$ cat config.mk
export PLATFORM = sky130hd
export DESIGN_NAME = cla_addsub_pipe_flat
export DESIGN_NICKNAME = d
export VERILOG_FILES = /design/src/rtl/cla_addsub_pipe_pkg.sv /design/src/rtl/cla_addsub_pipe_if.sv /design/src/rtl/cla_addsub_pipe_block4.sv /design/src/rtl/cla_addsub_pipe.sv /design/src/flat_wrapper.sv
export SDC_FILE = /design/constraint.sdc
export NUM_CORES = 1
export LEC_CHECK = 0
export ABC_AREA = 0
export CORE_ASPECT_RATIO = 1.2
export CORE_UTILIZATION = 45
export CTS_CLUSTER_DIAMETER = 100
export CTS_CLUSTER_SIZE = 28
export DETAILED_ROUTE_END_ITERATION = 10
export GPL_ROUTABILITY_DRIVEN = 0
export GPL_TIMING_DRIVEN = 1
export HOLD_SLACK_MARGIN = 0.12
export PLACE_DENSITY = 0.76
export SLEW_MARGIN = 20
export SYNTH_ARGS = -nofsm -noshare
export SYNTH_HDL_FRONTEND = slang
export SYNTH_SLANG_ARGS = --single-unit
$ cat constraint.sdc
create_clock -name clk -period 2.05 [get_ports clk]
set_input_delay 0.205 -clock clk [delete_from_list [all_inputs] [get_ports clk]]
set_output_delay 0.205 -clock clk [all_outputs]
set_load 0.05 [all_outputs]
$ cat src/rtl/cla_addsub_pipe_pkg.sv
// Shared constants, stage-1 payload type and the carry-lookahead function
// used by both lookahead levels of cla_addsub_pipe.
// No ports: compile-time definitions only.
package cla_pkg;

  localparam int CLA_BLOCK  = 4;
  localparam int CLA_MAX_NB = 8;
  // Largest datapath the payload struct can carry (8 blocks of up to 8 bits).
  localparam int CLA_MAX_W  = CLA_MAX_NB * CLA_MAX_NB;

  // Stage-1 payload. It is sized for the largest legal configuration.
  // Bits above the configured WIDTH/NB are always zero.
  typedef struct packed {
    logic [CLA_MAX_W-1:0]  p;      // bit propagate a ^ b'
    logic [CLA_MAX_W-1:0]  g;      // bit generate  a & b'
    logic [CLA_MAX_NB-1:0] grp_p;  // per-block group propagate
    logic [CLA_MAX_NB-1:0] grp_g;  // per-block group generate
    logic                  c0;     // conditioned carry-in
  } s1_pay_t;

  // Lookahead carries c[0..CLA_MAX_NB] for a propagate/generate vector.
  // c[0] is cin. Each c[k] is built as a flat sum of products:
  //   c[k] = cin & p[0..k-1]  |  OR_j ( g[j] & p[j+1..k-1] )
  // No carry term depends on a previously computed carry, so nothing ripples.
  // Unused high inputs must be tied to zero. The matching outputs are ignored.
  function automatic logic [CLA_MAX_NB:0] cla_carries(
    input logic [CLA_MAX_NB-1:0] p,
    input logic [CLA_MAX_NB-1:0] g,
    input logic                  cin
  );
    logic [CLA_MAX_NB:0] c;
    logic                term;
    for (int k = 0; k <= CLA_MAX_NB; k++) begin
      term = cin;
      for (int j = 0; j < k; j++) term = term & p[j];
      c[k] = term;
      for (int j = 0; j < k; j++) begin
        term = g[j];
        for (int m = j + 1; m < k; m++) term = term & p[m];
        c[k] = c[k] | term;
      end
    end
    return c;
  endfunction

endpackage

$ cat src/rtl/cla_addsub_pipe_if.sv
// Stream bundle for cla_addsub_pipe: operand beat in, result beat out.
// Ports (signals): in_valid/in_ready/in_a/in_b/in_cin/in_sub, out_valid/out_ready/out_sum/out_cout/out_ovf.
// master = producer of operands and consumer of results; slave = the adder.
interface cla_addsub_pipe_if #(
  parameter int WIDTH = 16
);
  logic             in_valid;
  logic             in_ready;
  logic [WIDTH-1:0] in_a;
  logic [WIDTH-1:0] in_b;
  logic             in_cin;
  logic             in_sub;
  logic             out_valid;
  logic             out_ready;
  logic [WIDTH-1:0] out_sum;
  logic             out_cout;
  logic             out_ovf;

  modport master (
    output in_valid, in_a, in_b, in_cin, in_sub, out_ready,
    input  in_ready, out_valid, out_sum, out_cout, out_ovf
  );

  modport slave (
    input  in_valid, in_a, in_b, in_cin, in_sub, out_ready,
    output in_ready, out_valid, out_sum, out_cout, out_ovf
  );
endinterface

$ cat src/rtl/cla_addsub_pipe_block4.sv
// First-level lookahead block: in-block carries plus group propagate and group generate.
// Ports: p_i/g_i bit propagate/generate, cin_i block carry-in; c_o carry into each bit, grp_p_o/grp_g_o.
// Purely combinational, with no latency and no backpressure.
module cla_block4
  import cla_pkg::*;
#(
  parameter int BLOCK = CLA_BLOCK
) (
  input  logic [BLOCK-1:0] p_i,
  input  logic [BLOCK-1:0] g_i,
  input  logic             cin_i,
  output logic [BLOCK-1:0] c_o,
  output logic             grp_p_o,
  output logic             grp_g_o
);

  logic [CLA_MAX_NB-1:0] p_pad;
  logic [CLA_MAX_NB-1:0] g_pad;
  logic [CLA_MAX_NB:0]   c_all;
  logic [CLA_MAX_NB:0]   gen_all;
  logic                  unused_hi;

  assign p_pad = CLA_MAX_NB'(p_i);
  assign g_pad = CLA_MAX_NB'(g_i);

  assign c_all   = cla_carries(p_pad, g_pad, cin_i);
  // Group generate is the block carry-out with a zero carry-in.
  assign gen_all = cla_carries(p_pad, g_pad, 1'b0);

  assign c_o     = c_all[BLOCK-1:0];
  assign grp_p_o = &p_i;
  assign grp_g_o = gen_all[BLOCK];

  assign unused_hi = ^{c_all[CLA_MAX_NB:BLOCK], gen_all};

endmodule

$ cat src/rtl/cla_addsub_pipe.sv
// Two-stage pipelined carry-lookahead adder/subtractor. Ports: clk, rst_n, and bus (slave).
// Latency: a beat is captured into stage 1 at its accept edge, and the result is valid after the next edge.
// Backpressure: out regs hold while out_valid & !out_ready. in_ready drops only when both stages are full.
module cla_addsub_pipe
  import cla_pkg::*;
#(
  parameter int WIDTH = 16,
  parameter int BLOCK = CLA_BLOCK
) (
  input  logic              clk,
  input  logic              rst_n,
  cla_addsub_pipe_if.slave  bus
);

  // WIDTH must be a multiple of BLOCK, with 1 <= NB <= CLA_MAX_NB and BLOCK <= CLA_MAX_NB.
  localparam int NB = WIDTH / BLOCK;

  logic             adv1;
  logic             adv2;
  logic             s1_valid_q;
  s1_pay_t          s1_q;
  s1_pay_t          s1_d;
  logic             out_valid_q;
  logic [WIDTH-1:0] out_sum_q,  out_sum_d;
  logic             out_cout_q, out_cout_d;
  logic             out_ovf_q,  out_ovf_d;

  // ---------------- handshake ----------------
  assign adv2         = !out_valid_q | bus.out_ready;
  assign adv1         = !s1_valid_q | adv2;
  assign bus.in_ready = adv1;

  // ---------------- stage 1: conditioning + bit/group P,G ----------------
  // Subtraction is A + ~B + ~borrow, so the borrow-in is inverted into c0.
  logic [WIDTH-1:0] b_cond;
  logic [WIDTH-1:0] p_in;
  logic [WIDTH-1:0] g_in;
  logic             c0_in;
  logic [NB-1:0]    grp_p_in;
  logic [NB-1:0]    grp_g_in;

  assign b_cond = bus.in_sub ? ~bus.in_b : bus.in_b;
  assign c0_in  = bus.in_sub ? ~bus.in_cin : bus.in_cin;
  assign p_in   = bus.in_a ^ b_cond;
  assign g_in   = bus.in_a & b_cond;

  for (genvar k = 0; k < NB; k++) begin : g_s1_blk
    // Only the group terms are needed here. The block carries are recomputed in stage 2.
    logic [BLOCK-1:0] unused_c;
    cla_block4 #(.BLOCK(BLOCK)) u_blk (
      .p_i     (p_in[k*BLOCK +: BLOCK]),
      .g_i     (g_in[k*BLOCK +: BLOCK]),
      .cin_i   (1'b0),
      .c_o     (unused_c),
      .grp_p_o (grp_p_in[k]),
      .grp_g_o (grp_g_in[k])
    );
  end

  always_comb begin
    s1_d       = '0;
    s1_d.p     = CLA_MAX_W'(p_in);
    s1_d.g     = CLA_MAX_W'(g_in);
    s1_d.grp_p = CLA_MAX_NB'(grp_p_in);
    s1_d.grp_g = CLA_MAX_NB'(grp_g_in);
    s1_d.c0    = c0_in;
  end

  always_ff @(posedge clk or negedge rst_n) begin
    if (!rst_n) begin
      s1_valid_q <= 1'b0;
      s1_q       <= '0;
    end else if (adv1) begin
      s1_valid_q <= bus.in_valid;
      if (bus.in_valid) s1_q <= s1_d;
    end
  end

  // ---------------- stage 2: block carries, then in-block carries ----------------
  logic [CLA_MAX_NB:0] blk_c;   // blk_c[k] is the carry into block k; blk_c[NB] is the carry-out
  logic [WIDTH:0]      bit_c;   // bit_c[i] is the carry into bit i
  logic                unused_s1;

  // The padding bits above NB are zero, so the unused block carries do not matter.
  assign blk_c = cla_carries(s1_q.grp_p, s1_q.grp_g, s1_q.c0);

  for (genvar k = 0; k < NB; k++) begin : g_s2_blk
    logic [CLA_MAX_NB:0] c_loc;
    logic                unused_c_hi;
    assign c_loc = cla_carries(CLA_MAX_NB'(s1_q.p[k*BLOCK +: BLOCK]),
                               CLA_MAX_NB'(s1_q.g[k*BLOCK +: BLOCK]),
                               blk_c[k]);
    assign bit_c[k*BLOCK +: BLOCK] = c_loc[BLOCK-1:0];
    assign unused_c_hi = ^c_loc[CLA_MAX_NB:BLOCK];
  end
  assign bit_c[WIDTH] = blk_c[NB];

  assign unused_s1 = ^{s1_q, blk_c};

  assign out_sum_d  = s1_q.p[WIDTH-1:0] ^ bit_c[WIDTH-1:0];
  assign out_cout_d = bit_c[WIDTH];
  assign out_ovf_d  = bit_c[WIDTH-1] ^ bit_c[WIDTH];

  always_ff @(posedge clk or negedge rst_n) begin
    if (!rst_n) begin
      out_valid_q <= 1'b0;
      out_sum_q   <= '0;
      out_cout_q  <= 1'b0;
      out_ovf_q   <= 1'b0;
    end else if (adv2) begin
      out_valid_q <= s1_valid_q;
      if (s1_valid_q) begin
        out_sum_q  <= out_sum_d;
        out_cout_q <= out_cout_d;
        out_ovf_q  <= out_ovf_d;
      end
    end
  end

  assign bus.out_valid = out_valid_q;
  assign bus.out_sum   = out_sum_q;
  assign bus.out_cout  = out_cout_q;
  assign bus.out_ovf   = out_ovf_q;

endmodule

$ cat src/flat_wrapper.sv
// flat-port wrapper written by rule: the top's interface ports become plain ports
module cla_addsub_pipe_flat import cla_pkg::*;
#(
  parameter int WIDTH = 16,
  parameter int BLOCK = CLA_BLOCK
)
  (clk, rst_n, bus_in_valid, bus_in_a, bus_in_b, bus_in_cin, bus_in_sub, bus_out_ready, bus_in_ready, bus_out_valid, bus_out_sum, bus_out_cout, bus_out_ovf);
  cla_addsub_pipe_if #(.WIDTH(WIDTH)) bus_i ();
  input  logic clk;
  input  logic rst_n;
  input wire logic [$bits(bus_i.in_valid)-1:0] bus_in_valid;
  input wire logic [$bits(bus_i.in_a)-1:0] bus_in_a;
  input wire logic [$bits(bus_i.in_b)-1:0] bus_in_b;
  input wire logic [$bits(bus_i.in_cin)-1:0] bus_in_cin;
  input wire logic [$bits(bus_i.in_sub)-1:0] bus_in_sub;
  input wire logic [$bits(bus_i.out_ready)-1:0] bus_out_ready;
  output wire logic [$bits(bus_i.in_ready)-1:0] bus_in_ready;
  output wire logic [$bits(bus_i.out_valid)-1:0] bus_out_valid;
  output wire logic [$bits(bus_i.out_sum)-1:0] bus_out_sum;
  output wire logic [$bits(bus_i.out_cout)-1:0] bus_out_cout;
  output wire logic [$bits(bus_i.out_ovf)-1:0] bus_out_ovf;
  assign bus_i.in_valid = bus_in_valid;
  assign bus_i.in_a = bus_in_a;
  assign bus_i.in_b = bus_in_b;
  assign bus_i.in_cin = bus_in_cin;
  assign bus_i.in_sub = bus_in_sub;
  assign bus_i.out_ready = bus_out_ready;
  assign bus_in_ready = bus_i.in_ready;
  assign bus_out_valid = bus_i.out_valid;
  assign bus_out_sum = bus_i.out_sum;
  assign bus_out_cout = bus_i.out_cout;
  assign bus_out_ovf = bus_i.out_ovf;
  cla_addsub_pipe #(.WIDTH(WIDTH), .BLOCK(BLOCK)) u_core (.clk(clk), .rst_n(rst_n), .bus(bus_i));
endmodule
-- Word-level counts from Yosys, hierarchy flattened
Cells that the tools add are included.
- multiplexer cells: 2
- reductions and logical operators: 8
- bitwise gates (word level): 112
- operators with widths (cell ; count):
    1-bit AND ; 58
    1-bit bitwise OR ; 48
    16-bit bitwise XOR ; 2
    16-bit AND ; 1
    16-bit two-way mux ; 1
    16-bit NOT ; 1
    4-bit AND reduction ; 4
    2-bit AND reduction ; 2
    1-bit logical NOT ; 2
    1-bit two-way mux ; 1
    1-bit NOT ; 1
    1-bit bitwise XOR ; 1
- logic and storage cells: 132
- bits in registers: 60

-- Longest topological paths before layout
Gate-level depths: netlist of the first run.
- word-level depth: 13
- mapped depth: 8
- gate-level depth less buffers: 7

-- Modules after synthesis
Synthesis of the first run repeated with hierarchy kept, for this count alone.
- cells, all modules: 261
- area, all modules: 3054.2 um^2
- by module, submodules not included (module ; times used ; cells each ; area an instance (um^2)):
    cla_addsub_pipe ; 1 ; 221 ; 2788.9
    cla_block4 ; 4 ; 10 ; 66.3

-- Worst setup path after synthesis of the first run
No wires, ideal clock.
- kind: register to register
- from: register u_core.out_valid_q (netlist: u_core.bus.out_valid)
- to: register u_core.s1_q[94] (netlist bit)
- slack: -0.266 ns
- buffers on the path: 1
- setup time: 0.125 ns
- cell stages (with the launch flop): 5
- arrival time: 2.192 ns
- cells stage by stage: dfrtp_1 -> nand3b_1 -> nand2_1 -> buf_2 -> mux2_2
- cells in the longest elaborated chain, start to end: 4
- ends and longest elaborated chain (item ; line ; source):
    from (decl) ; cla_addsub_pipe.sv:23 ; logic out_valid_q;
    from (signal assigned) ; cla_addsub_pipe.sv:111 ; out_valid_q <= s1_valid_q;
    1-bit logical NOT ; cla_addsub_pipe.sv:29 ; assign adv2 = !out_valid_q | bus.out_ready;
    1-bit bitwise OR ; cla_addsub_pipe.sv:29 ;
    1-bit bitwise OR ; cla_addsub_pipe.sv:30 ; assign adv1 = !s1_valid_q | adv2;
    net bus_in_ready ; flat_wrapper.sv:17 ; output wire logic [$bits(bus_i.in_ready)-1:0] bus_in_ready;
    2-bit AND reduction (no source line) ; n/a ;
    to (signal assigned) ; cla_addsub_pipe.sv:72 ; s1_q <= '0;
    to (signal assigned) ; cla_addsub_pipe.sv:75 ; if (bus.in_valid) s1_q <= s1_d;
    to (decl) ; cla_addsub_pipe.sv:21 ; s1_pay_t s1_q;
The timed path passes the listed nets, and every way through them passes these cells.
A chain may end at the register's enable or synchronous reset.

-- Worst setup path in the final report of the first run
- from: register u_core.s1_q[9] (netlist bit)
- to: register u_core.out_ovf_q (netlist: u_core.bus.out_ovf)
- cells in the longest elaborated chain, start to end: 13
- elaborated cells on any way between the ends: 18
- those cells by class: bitwise: 18
- ends and longest elaborated chain (item ; line ; source):
    1-bit AND (*) (3 in series) ; n/a ;
    1-bit bitwise OR (3 in series) ; cla_addsub_pipe_pkg.sv:40 ; c[k] = c[k] | term;
    1-bit AND ; n/a ;
    1-bit AND ; cla_addsub_pipe_pkg.sv:35 ; for (int j = 0; j < k; j++) term = term & p[j];
    1-bit AND ; n/a ;
    1-bit bitwise OR (3 in series) ; cla_addsub_pipe_pkg.sv:40 ;
    1-bit bitwise XOR (*) ; cla_addsub_pipe.sv:102 ; assign out_ovf_d = bit_c[WIDTH-1] ^ bit_c[WIDTH];
    to (signal assigned) ; cla_addsub_pipe.sv:115 ; out_ovf_q <= out_ovf_d;
    to (decl) ; cla_addsub_pipe.sv:26 ; logic out_ovf_q, out_ovf_d;
Mark *: on every way between the ends. The rest lies on a longest branch, timed or not.

==> results of run 1 <==
-- state kept, by name, summed over array words and instances, names as in the netlist --
signal                cells
u_core.bit_c              1
u_core.bus.out_cout       1
u_core.bus.out_ovf        1
u_core.bus.out_sum       16
u_core.bus.out_valid      1
u_core.s1_q              36
u_core.s1_valid_q         1
-- per-layer routing --
layer / global-route usage / part of all wire
met5: 0 / 0
met4: 0.09091 / 0.021
met3: 0.06990 / 0.042
met2: 0.3227 / 0.50
met1: 0.2371 / 0.44
-- final timing paths --
kind / from / endpoint / slack, ps
setup / recovery: u_core.s1_q[9]$_DFFE_PN0P_ / u_core.bus.out_ovf$_DFFE_PN0P_ / 130
max in group asynchronous: rst_n / u_core.bus.out_valid$_DFFE_PN0P_ / 1390
hold reg to reg: u_core.bus.out_sum[1]$_DFFE_PN0P_ / u_core.bus.out_sum[1]$_DFFE_PN0P_ / 480
setup reg to reg: u_core.s1_q[9]$_DFFE_PN0P_ / u_core.bus.out_ovf$_DFFE_PN0P_ / 130
min in group clk: u_core.bus.out_sum[1]$_DFFE_PN0P_ / u_core.bus.out_sum[1]$_DFFE_PN0P_ / 480
hold / removal: rst_n / u_core.s1_valid_q$_DFFE_PN0N_ / 400
-- cell type report --
| class | count | area, um2 | share of cell area |
|---|---|---|---|
| Timing Repair Buffer | 67 | 678.2 | 0.1767 |
| Inverter | 1 | 3.754 | 0.0009778 |
| Tap cell | 82 | 102.6 | 0.02673 |
| Clock buffer | 13 | 178.9 | 0.04661 |
| Sequential cell | 57 | 1428 | 0.3719 |
| Multi-Input combinational cell | 178 | 1413 | 0.3680 |
| Clock inverter | 2 | 35.03 | 0.009126 |
-- logic make-up after synthesis --
kind of cell	after synthesis	share of synthesized area
compound gates	50	0.1135
xor+xnor	25	0.07639
fa+ha+maj	20	0.08730
buf+inv	9	0.01571
flops	57	0.4976
mux	32	0.1257
simple gates	51	0.08381
-- metrics by stage --
stage,TNS (ps),instance area [um2],setup slack [ps],util
after global routing,0,3839,15.85,0.6304
after floorplan,0,2870,14.28,-
after CTS,0,3801,9.859,0.6242
after global placement,0,3577,72.72,0.5874
after detailed placement,-20.01,3577,-20.01,0.5874
final,0,3839,127.4,0.6304
-- power by group --
| part | leakage (uW) | total, uW | switching, uW | internal (uW) |
|---|---|---|---|---|
| combinational | 0.000946 | 1720 | 990 | 727 |
| sequential | 0.000698 | 1620 | 193 | 1420 |
| clock | 0.000112 | 1120 | 436 | 685 |
-- placed cells by master, fill, tap and decap left out, types with 2 or more instances in the layout --
cell type | synthesis | final
a21o_1 | 10 | 10
a21oi_1 | 6 | 6
buf_12 | 0 | 3
buf_4 | 2 | 7
clkbuf_8 | 0 | 13
clkdlybuf4s50_1 | 0 | 55
dfrtp_1 | 57 | 56
ha_1 | 20 | 19
mux2_2 | 31 | 31
nand2_1 | 25 | 24
nand2b_1 | 2 | 2
nand4_1 | 5 | 5
nor2_1 | 5 | 5
nor3_1 | 4 | 4
o21a_1 | 4 | 4
o21ai_0 | 18 | 18
o22ai_1 | 3 | 3
o31ai_1 | 4 | 4
or2_2 | 4 | 4
xor2_1 | 24 | 24
-- what timing repair did --
item                                    4_1_cts  5_1_grt
endpoints found under the hold margin        57        0
pin swaps                                     1        3
hold buffers                                  1        0
setup buffers                                 0        3
gates resized for setup                       0        4
endpoints found under the setup margin        1        2
-- worst min-delay path: cells and delay by family --
family,cells,cell delay (ps)
buffers and inverters,3,910
==> metrics, run 1 <==
commonest cells in the netlist dfrtp_1, mux2_2, nand2_1, xor2_1, ha_1; synth warn 0; Clock Root Buffer clkbuf_8; Hold Path Class in2async; Cells after Synth roughly 240; GR Overflow Total 0; Post-Synthesis Net Count a little over 300; Initial Utilization 0.4707; Initial DRT Pass Iterations 4; Post-DP HPWL 3.931 mm; count leader, synth dfrtp_1; final non-filler cell total 400; RSZ-0062 raised after global routing no; DRT antenna net count 0; worst endpoint required time 2270 ps; Tmin final approximately 1900 ps; antenna violations before repair 0; slowest stage cell, crit path dfrtp_1; CTS sink count 57; fraction of registers with async set/reset 1.000; global-route wire length before repair 9.528 mm; EDFF count, synth 0; die area roughly 6700 um2; Fin. Hold Viols 0; core area about 6100 um2; layout cell share with drive strength beyond 1 0.2138; Skew-Pair Late Insertion Delay 330 ps; final WL 5.664 mm; post-detailed-route wirelength per cell roughly 14 um; max_cap viols 0; # fillers a little over 500; hold_ws 399.4 ps; mapped cell area 2866 um2; register area share after synthesis 0.4976; CP Depth 8; Slew Limit Fails 0; Vias 2056; max incr delay on CP 370 ps; Crit Path Category reg2reg; clk slew on worst S/H paths about 60 ps; IO Pins 58; largest net degree at the start of global routing 58; H-tree levels 3; vias in the first global route 2050; total track usage 0.1992; post-layout net count ~370; clk buf depth 2; number of buffers created by CTS 9; worst-path fanout max 4; syn avg cell area between 10 and 15 um2; Max IR drop VDD 0.6545 mV; Setup violations, final 0; Power Dens Cells approximately 1200 nW/um2; Pwr Total roughly 4500 uW; fmax 520.1 MHz; Synth Flop Type dfrtp_1; Yosys reg bits 57; Die X 74.86 um; Buf+Inv Stages, Crit Path 1; Netlist cell types 33; top cell family by delay on the critical path compound AO/OA/AOI/OAI gates; Port Buf Inserts between 50 and 60; top cell type's share of synthesized area 0.4976; DRC Markers 0; worst slew pin tran 501.7 ps; antenna diode count 0; via/cell ratio approximately 5.1; ranking of synthesized cells by area dfrtp_1, mux2_2, ha_1, xor2_1, nand2_1; LEAKAGE 0.001756 uW; Setup Skew 5.791 ps; placed cells between 300 and 400; Synth area leader dfrtp_1; First DRT Iteration DRCs approximately 160; Die Ht 89.43 um; row cnt 31; max_slew headroom 0.6645; period utilisation layout 0.9378; status complete, no violations; CP Cell Sequence a21o_1 > a31o_4 > ha_2 > o211ai_1 > buf_4 > a2111oi_2 > a221oi_2 > nand3_1; Area Growth Syn to Fin 33.92%; Worst Setup End Kind flop; CTS tree yes; CP arrival 2140 ps; R2R depth 8; startpoint types flop
(Power assumes the default switching activity.)
==> inputs of run 2 (changes only) <==
--- a/config.mk
+++ b/config.mk
@@ -7,14 +7,16 @@
 export LEC_CHECK = 0
 export ABC_AREA = 0
 export CORE_ASPECT_RATIO = 1.2
+export CORE_MARGIN = 8
 export CORE_UTILIZATION = 45
 export CTS_CLUSTER_DIAMETER = 100
 export CTS_CLUSTER_SIZE = 28
 export DETAILED_ROUTE_END_ITERATION = 10
+export DONT_BUFFER_PORTS = 1
 export GPL_ROUTABILITY_DRIVEN = 0
 export GPL_TIMING_DRIVEN = 1
 export HOLD_SLACK_MARGIN = 0.12
-export PLACE_DENSITY = 0.76
+export PLACE_DENSITY = 0.65
 export SLEW_MARGIN = 20
 export SYNTH_ARGS = -nofsm -noshare
 export SYNTH_HDL_FRONTEND = slang
==> metrics, run 2 (same netlist as run 1, synthesis figures left out) <==
worst slew pin tran 525.7 ps (+24.04 ps); GR Overflow Total 0 (unchanged); r2r setup slk 130 ps (about the same); met3 WL 309 um (+30%); placed instance area 2985 um2 (-17%); CP Cell Sequence a21o_1 > a31o_4 > ha_1 > o211ai_1 > a2111oi_0 > a221oi_1 > nand3_1; Crit Path Category reg2reg; via/cell ratio 5.233 (+1.8%); max incr delay on CP 400 ps (+30 ps); R2R depth 7 (-1); most common cell after layout, fill and taps aside dfrtp_1; Max IR drop VDD 0.4601 mV (-30%); Die X 88.86 um (+19%); Hold Path Class in2reg; Worst Setup End Kind flop; largest net degree at the start of global routing 58 (unchanged); Buf+Inv Stages, Crit Path 0 (-1); utilization after layout 0.5179 (-0.1125); top cell family by delay on the critical path compound AO/OA/AOI/OAI gates; Power Dens Cells 1205 nW/um2 (+3.8%); RSZ-0062 raised after global routing no; total track usage 0.1340 (-0.06522); Largest register FFs 36 (unchanged); IO Pins 58 (unchanged); placed cells 326 (-14%); Initial Utilization 0.4560 (-0.01471); Area Growth Syn to Fin 13.57%; Setup violations, final 0 (unchanged); clk buf depth 2 (unchanged); status complete, no violations; DRC Markers 0 (unchanged); hold depth 2; final WL 5.634 mm (-0.53%); R2R Path End u_core.bus.out_ovf$_DFFE_PN0P_; H-tree levels 3 (unchanged); max_cap viols 0 (unchanged); antenna diode count 0 (unchanged); sum of negative setup slack 0 ps (unchanged); period utilisation layout 0.9364 (-0.001413); CP arrival 2130 ps (about the same); Routed met1 length 2.440 mm (-2.1%); Vias 1821 (-11%); Largest Register u_core.s1_q; Port Buf Inserts 0 (-100%); clk slew on worst S/H paths 60 ps (about the same); Clock Root Buffer clkbuf_8; max_slew headroom 0.6482 (-0.01627); Slew Limit Fails 0 (unchanged); layout cell share with drive strength beyond 1 0.2281 (+0.01430); Initial DRT Pass Iterations 4 (unchanged); WHS Endpoint u_core.s1_q[92]$_DFFE_PN0P_; row cnt 32 (+3.2%); core area 6286 um2 (+3.2%); worst-path fanout max 4 (unchanged); fin area 3256 um2 (-15%); First DRT Iteration DRCs 44 (-72%); postcts setup bufs 0 (unchanged); Die Ht 103.4 um (+16%); CTS tree yes; Worst Setup SP u_core.bit_c[0]$_DFFE_PN0P_; die area 9191 um2 (+37%); most frequent cells in the layout dfrtp_1, mux2_2, xor2_1, nand2_1, ha_1; LEAKAGE 0.001524 uW (-13%); post-layout net count 316 (-15%); top layer in use met4; Tmin final 1920 ps (-2.897 ps); Skew-Pair Late Insertion Delay 330 ps (about the same); post-detailed-route wirelength per cell 16.19 um (+14%); Fin. Hold Viols 0 (unchanged); worst endpoint required time 2260 ps (about the same); Setup Skew 5.680 ps (-0.1111 ps); startpoint types flop; R2R Path Start u_core.bit_c[0]$_DFFE_PN0P_; CTS sink count 57 (unchanged); slowest stage cell, crit path dfrtp_1; fmax 520.9 MHz (+0.15%); global-route wire length before repair 9.356 mm (-1.8%); antenna violations before repair 0 (unchanged); vias in the first global route 1901 (-7.3%); Pwr Total 3923 uW (-12%); hold_sp bus_in_a[11]; DRT antenna net count 0 (unchanged); number of buffers created by CTS 9 (unchanged); Post-DP HPWL 4.211 mm (+7.1%); final non-filler cell total 348 (-13%); met2 routed WL 2.793 mm (-0.75%)
run 2: cell count changes in the layout (fill, tap and decap cells not counted), sizes merged:
cell,delta
buf,-5
clkbuf,+1
bufinv,-1
clkinv,+1
dlygate4sd3,+4
clkdlybuf4s50,-55
run 2: worst max path at each step:
stage	end	cells past startpoint	slack (ps)
floorplan	u_core.s1_q[94]$_DFFE_PN0P_	4	10
global placement	u_core.bus.out_sum[15]$_DFFE_PN0P_	7	200
detailed placement	u_core.bus.out_ovf$_DFFE_PN0P_	7	100
CTS	u_core.bus.out_ovf$_DFFE_PN0P_	7	110
global route	u_core.bus.out_ovf$_DFFE_PN0P_	7	3
finish	u_core.bus.out_ovf$_DFFE_PN0P_	7	130
run 2: where the power goes:
| group | leakage (uW) | internal, uW | switching [uW] |
|---|---|---|---|
| registers | 0.000698 | 1410 | 777 |
| clock network | 0.000102 | 567 | 423 |
| logic | 0.000723 | 398 | 346 |
| total | 0.00152 | 2380 | 1550 |
run 2: area by class of cell:
class,instances,area (um2)
clock inverter,2,10.01
inverter,1,3.754
multi-input combinational,178,1398
sequential,57,1428
fill,565,3030
timing repair buffer,11,127.6
tap,85,106.4
clock buffer,14,182.7
run 2: routing by layer:
| layer | vias up | global-route usage |
|---|---|---|
| li1 | 902 | - |
| met1 | 869 | 0.1619 |
| met2 | 42 | 0.2086 |
| met3 | 8 | 0.03794 |
| met4 | 0 | 0.07692 |
| met5 | - | 0 |
run 2: per-stage QoR:
| stage | hold WS (ps) | worst slack (ps) |
|---|---|---|
| floorplan | -90.59 | 14.28 |
| global placement | -88.64 | 201.1 |
| detailed placement | -88.61 | 97.60 |
| CTS | 176.9 | 106.2 |
| global route | 182.0 | 2.926 |
| finish | 181.5 | 130.3 |
run 2: repair_timing:
item                      in CTS  in global routing
hold buffers                   6                  0
hold endpoints to repair      60                  0
resized for setup              0                  0
run 2: worst reg2reg max path, stage by stage, from the launching register on:
cell	delay, ps
dfrtp_1	400
a21o_1	230
a31o_4	270
ha_1	230
o211ai_1	210
a2111oi_0	130
a221oi_1	240
nand3_1	110
